===== src/rtl/button_conditioner.sv =====
// button_conditioner
//   Conditions a raw mechanical push-button into one clean press event for
//   the traffic-light FSMs. The raw input is synchronised and debounced on
//   both edges. Each accepted press produces a single-cycle pulse. A lockout
//   window follows each accepted press, and presses that qualify inside it
//   are dropped. Saturating counters record accepted and dropped presses
//   for debug.
//
// Ports
//   clk           rising-edge clock
//   reset         asynchronous, active-high; clears all state
//   btn_raw       raw button, asynchronous to clk, may bounce
//   clear_counts  synchronous clear of press_count and drop_count
//   btn_level     debounced button level (registered)
//   press_pulse   one-cycle pulse per accepted press (registered)
//   lockout       high while the post-press lockout window is active
//   press_count   accepted presses, saturating at all-ones
//   drop_count    presses rejected by lockout, saturating at all-ones
module button_conditioner #(
  parameter int DEBOUNCE_CYCLES = 4,
  parameter int LOCKOUT_CYCLES  = 16,
  parameter int CNT_W           = 8
) (
  input  logic             clk,
  input  logic             reset,
  input  logic             btn_raw,
  input  logic             clear_counts,
  output logic             btn_level,
  output logic             press_pulse,
  output logic             lockout,
  output logic [CNT_W-1:0] press_count,
  output logic [CNT_W-1:0] drop_count
);

  localparam int DEB_W = $clog2(DEBOUNCE_CYCLES) + 1;
  // A zero-cycle lockout still needs a 1-bit counter that simply stays at 0.
  localparam int LK_W  = (LOCKOUT_CYCLES > 0) ? $clog2(LOCKOUT_CYCLES + 1) : 1;

  localparam logic [DEB_W-1:0] DEB_ONE   = DEB_W'(1);
  localparam logic [DEB_W-1:0] DEB_LAST  = DEB_W'(DEBOUNCE_CYCLES - 1);
  localparam logic [LK_W-1:0]  LOCK_ONE  = LK_W'(1);
  localparam logic [LK_W-1:0]  LOCK_LOAD = LK_W'(LOCKOUT_CYCLES);
  localparam logic [CNT_W-1:0] CNT_ONE   = CNT_W'(1);
  localparam logic [CNT_W-1:0] CNT_MAX   = '1;

  typedef enum logic [1:0] {
    IDLE    = 2'd0,
    ARM     = 2'd1,
    PRESSED = 2'd2,
    DISARM  = 2'd3
  } state_t;

  state_t           state, state_nxt;
  logic [DEB_W-1:0] deb_cnt, deb_cnt_nxt;
  logic [LK_W-1:0]  lock_cnt;
  logic             s1, btn_s;
  logic             qualify;
  logic             level_nxt;
  logic             accept;
  logic             drop;

  function automatic logic [CNT_W-1:0] sat_inc(input logic [CNT_W-1:0] v);
    return (v == CNT_MAX) ? v : v + CNT_ONE;
  endfunction

  // ---- Stage: two-flop synchroniser (btn_raw -> s1 -> btn_s) ----
  always_ff @(posedge clk or posedge reset) begin
    if (reset) begin
      s1    <= 1'b0;
      btn_s <= 1'b0;
    end else begin
      s1    <= btn_raw;
      btn_s <= s1;
    end
  end

  // ---- Stage: debounce FSM state register ----
  always_ff @(posedge clk or posedge reset) begin
    if (reset) begin
      state   <= IDLE;
      deb_cnt <= '0;
    end else begin
      state   <= state_nxt;
      deb_cnt <= deb_cnt_nxt;
    end
  end

  // Next state. ARM and DISARM each need DEBOUNCE_CYCLES consecutive
  // samples; entry counts as the first, so the change lands when the
  // counter already shows DEBOUNCE_CYCLES-1 and one more agreeing sample
  // arrives. A contrary sample in DISARM returns straight to PRESSED
  // without raising a new event, so release glitches never re-trigger.
  always_comb begin
    state_nxt   = state;
    deb_cnt_nxt = deb_cnt;
    qualify     = 1'b0;
    case (state)
      IDLE: begin
        if (btn_s) begin
          state_nxt   = ARM;
          deb_cnt_nxt = DEB_ONE;
        end
      end
      ARM: begin
        if (!btn_s) begin
          state_nxt = IDLE;
        end else if (deb_cnt == DEB_LAST) begin
          state_nxt = PRESSED;
          qualify   = 1'b1;
        end else begin
          deb_cnt_nxt = deb_cnt + DEB_ONE;
        end
      end
      PRESSED: begin
        if (!btn_s) begin
          state_nxt   = DISARM;
          deb_cnt_nxt = DEB_ONE;
        end
      end
      DISARM: begin
        if (btn_s) begin
          state_nxt = PRESSED;
        end else if (deb_cnt == DEB_LAST) begin
          state_nxt = IDLE;
        end else begin
          deb_cnt_nxt = deb_cnt + DEB_ONE;
        end
      end
      default: state_nxt = IDLE;
    endcase
  end

  // Outputs derived from the FSM. A press qualifying while lock_cnt is
  // still nonzero (including its last cycle, lock_cnt==1) is dropped.
  always_comb begin
    level_nxt = (state_nxt == PRESSED) || (state_nxt == DISARM);
    accept    = qualify && (lock_cnt == '0);
    drop      = qualify && (lock_cnt != '0);
  end

  // ---- Stage: registered outputs, lockout timer and debug counters ----
  always_ff @(posedge clk or posedge reset) begin
    if (reset) begin
      btn_level   <= 1'b0;
      press_pulse <= 1'b0;
      lock_cnt    <= '0;
      press_count <= '0;
      drop_count  <= '0;
    end else begin
      btn_level   <= level_nxt;
      press_pulse <= accept;

      // A dropped press does not extend the window; the timer keeps running.
      if (accept) begin
        lock_cnt <= LOCK_LOAD;
      end else if (lock_cnt != '0) begin
        lock_cnt <= lock_cnt - LOCK_ONE;
      end

      // Clearing wins over a same-edge event; the pulse itself is unaffected.
      if (clear_counts) begin
        press_count <= '0;
        drop_count  <= '0;
      end else begin
        if (accept) press_count <= sat_inc(press_count);
        if (drop)   drop_count  <= sat_inc(drop_count);
      end
    end
  end

  assign lockout = (lock_cnt != '0);

endmodule


===== config.mk =====
export PLATFORM = sky130hd
export DESIGN_NAME = button_conditioner
export DESIGN_NICKNAME = d
export VERILOG_FILES = /design/src/rtl/button_conditioner.sv
export SDC_FILE = /design/constraint.sdc
export NUM_CORES = 1
export LEC_CHECK = 0
export CAP_MARGIN = 5
export CORE_MARGIN = 2
export CORE_UTILIZATION = 47
export DETAILED_ROUTE_END_ITERATION = 6
export HOLD_SLACK_MARGIN = 0.08
export PLACE_DENSITY = 0.74
export SLEW_MARGIN = 40
export SYNTH_ARGS = -nofsm -noshare
export SYNTH_HDL_FRONTEND = slang
export SYNTH_SLANG_ARGS = --single-unit

===== constraint.sdc =====
create_clock -name clk -period 1.8 [get_ports clk]
set_clock_uncertainty 0.1 [all_clocks]
set_input_delay 0.54 -clock clk [delete_from_list [all_inputs] [get_ports clk]]
set_output_delay 0.54 -clock clk [all_outputs]
set_load 0.02 [all_outputs]

==> flow_summary.json <==
{
  "status": "finished, violations left",
  "violations": "setup timing",
  "coreArea_sq_um": 3000,
  "reg2reg_to": "press_count[4]",
  "hp-start": "s1",
  "yosysUniqueCellTypes": 34,
  "total_power_mw": 2.27,
  "finalCritPeriodShare_pct": 114,
  "die-height_um": 59.8,
  "slowest_stage": "dfrtp_1",
  "syn_area_sq_um": 1460,
  "place_congestion": 0.808,
  "num_rows": 20,
  "ys_seq_area_share_pct": 51.3,
  "fin_ws_ps": -248,
  "clockRootBuffer": "clkbuf_4",
  "relSlewSlack_pct": 74.7,
  "critPathRequiredTime_ps": 1160,
  "synth_top_area_share_pct": 51.3,
  "max_freq_mhz": 488,
  "place_area_sq_um": 1950,
  "dieArea_sq_um": 3570,
  "hpwl_mm": 2.41,
  "rsz0062_at_grt": "true",
  "final_cell_mix": "buf_4 (31), dfrtp_1 (28), dlygate4sd2_1 (14)",
  "syn_to_final_growth_pct": 56.4,
  "cpMostUsedCell": "inv_2",
  "timing.rr.start": "deb_cnt[1]",
  "hold_end": "btn_s",
  "powerDensity_nw_per_um2": 993,
  "drv_slew": 0,
  "drtIter0Drc": 55,
  "final_nets": 212,
  "grt_overflow": 0,
  "worstPathMaxFanout": 2,
  "clkTransAtPathRegs_ps": 110,
  "cts_buffers": 5,
  "r2r_cells": 7,
  "num_antenna_cells": 0,
  "final_common_cell": "buf_4",
  "grt_antenna_before_repair": 0,
  "synth-seq-cells": 30,
  "vias": 1341,
  "portBuffers": 22,
  "r2r_slack_ps": -110,
  "drt_pre_antenna_iters": 4,
  "clk_latency_ps": 340,
  "stdcell_area_sq_um": 2290,
  "critPathLaunchType": "register",
  "final.min_clock_period_ps": 2050,
  "netlist_instances": 138,
  "wirelength_mm": 3.79,
  "clock_path_buffers": 2,
  "worst_pin_slew_ps": 376,
  "synth.area.top_cells": "dfrtp_1 (51%), ha_1 (5.1%), xor2_1 (4.2%)",
  "ant_nets": 0,
  "yosysTopAreaCell": "dfrtp_1",
  "ios": 23,
  "setup-violations-final": 13,
  "die_x_um": 59.8,
  "path_cells": "inv_2, ha_4, nor4b_4, inv_2, buf_6",
  "grt_max_degree": 31,
  "grt_pass1_vias": 1316,
  "max_stage_delay_ps": 410,
  "synth_nets": 148,
  "start_util_pct": 48.7,
  "endpoint_kind": "output port",
  "drc": 0,
  "hold_viol_final": 0,
  "yosysWarnings": 0,
  "fill_cells": 208,
  "worst_ep_arrival_time_ps": 1410,
  "worstSetupPathType": "register to output port",
  "cts_htree_levels": 2,
  "leakagePower_nw": 1.05,
  "grt_pass1_wl_mm": 5.87,
  "drive_above_1_share_pct": 41.4,
  "vias_per_cell": 5.68,
  "peakVddDrop_uv": 578,
  "grtUsageTotal_pct": 22.8,
  "cts_tree": "built",
  "startpoint": "lock_cnt[0]",
  "wl_per_cell_um": 16.0,
  "finalSetupTns_ps": -852,
  "hold_depth": 0,
  "hold_path_class": "register to register",
  "clock_sinks": 30,
  "drv_cap": 0,
  "syn_avg_cell_area_sq_um": 10.6
}
## stage by stage
stage                     hold slack (ps)  setup slack (ps)  instances  util (%)
after floorplan                       231             -75.9        138         -
after global placement                234              -235        219      64.9
after detailed placement              248              -259        219      64.9
after CTS                             272              -231        233      70.5
after global routing                  279              -332        236      76.2
final                                 268              -248        236      76.2
## report_power, final
group          leakage (nW)  internal [mW]  switching, mW
logic                 0.623          0.499          0.412
registers             0.388          0.803          0.115
clock network        0.0343          0.188          0.254
total                  1.05           1.49          0.782
## layer usage
| layer | vias to the layer above | part of all wire, % | track usage, % |
|---|---|---|---|
| met4 | 0 | 2.3 | 9.84 |
| li1 | 627 | - | - |
| met3 | 11 | 4.4 | 6.28 |
| met1 | 670 | 41 | 25.2 |
| met5 | - | 0 | 0 |
| met2 | 33 | 52 | 40.4 |
## cells by family after synthesis
family / share of synthesized area [%]
muxes: 4.36
AOI/OAI and AO/OA: 12.8
buffers and inverters: 2.91
xor gates and xnor gates: 4.19
adders and majority gates: 5.13
DFF: 51.3
and+or+nand+nor: 19.2
## worst max-delay path: cells and delay by family, from the launching register on
kind | cells | cell delay (ps)
fa+ha+maj | 1 | 140
simple gates | 1 | 230
flops | 1 | 410
buf+inv | 3 | 310
## registers in the layout (all words and copies together), names as in the netlist
name         count
s1               1
deb_cnt          3
btn_s            1
press_count      8
drop_count       8
state            2
btn_level        1
lock_cnt         5
press_pulse      1
## cells in the mapped netlist
cell type  instances
dfrtp_1           30
nand2_1           13
nor2_1            11
o21ai_0            9
a21oi_1            7
inv_1              7
nand3_1            7
xor2_1             7
ha_1               6
or3_1              5
mux2_2             3
mux2i_1            3
nand4_1            3
o2111ai_1          3
and3_1             2
nor4_1             2
o31ai_1            2
or4_1              2
a2111oi_0          1
a31oi_1            1
and4b_1            1
buf_1              1
buf_2              1
clkbuf_1           1
inv_2              1
nand2b_1           1
nand4b_1           1
nor3_1             1
nor4_2             1
nor4b_4            1
o211ai_2           1
o211ai_4           1
o21a_1             1
o32a_1             1
## layout make-up
cell class	instances	area [sq um]	share of cell area, %
Multi-Input combinational cell	97	880	38.5
Sequential cell	30	753	32.9
Timing Repair Buffer	60	519	22.7
Clock buffer	6	51.3	2.24
Tap cell	33	41.3	1.81
Inverter	8	30.0	1.31
Clock inverter	2	12.5	0.547
## what timing repair did
action                                  CTS  global route
gates resized for setup                  45            36
buffers inserted                         10             6
pin swaps                                16            13
endpoints found under the setup margin   35            23
hold buffers                              0             0
## how the worst max path moves through the flow
| stage | slack, ps | to |
|---|---|---|
| 6_report | -250 | lockout |
| 5_1_grt | -330 | lockout |
| 4_1_cts | -230 | lockout |
| 3_5_place_dp | -260 | lockout |
| 3_3_place_gp | -230 | lockout |
| 2_1_floorplan | -80 | press_count[6] |
Power figures use the tool's default switching activity.
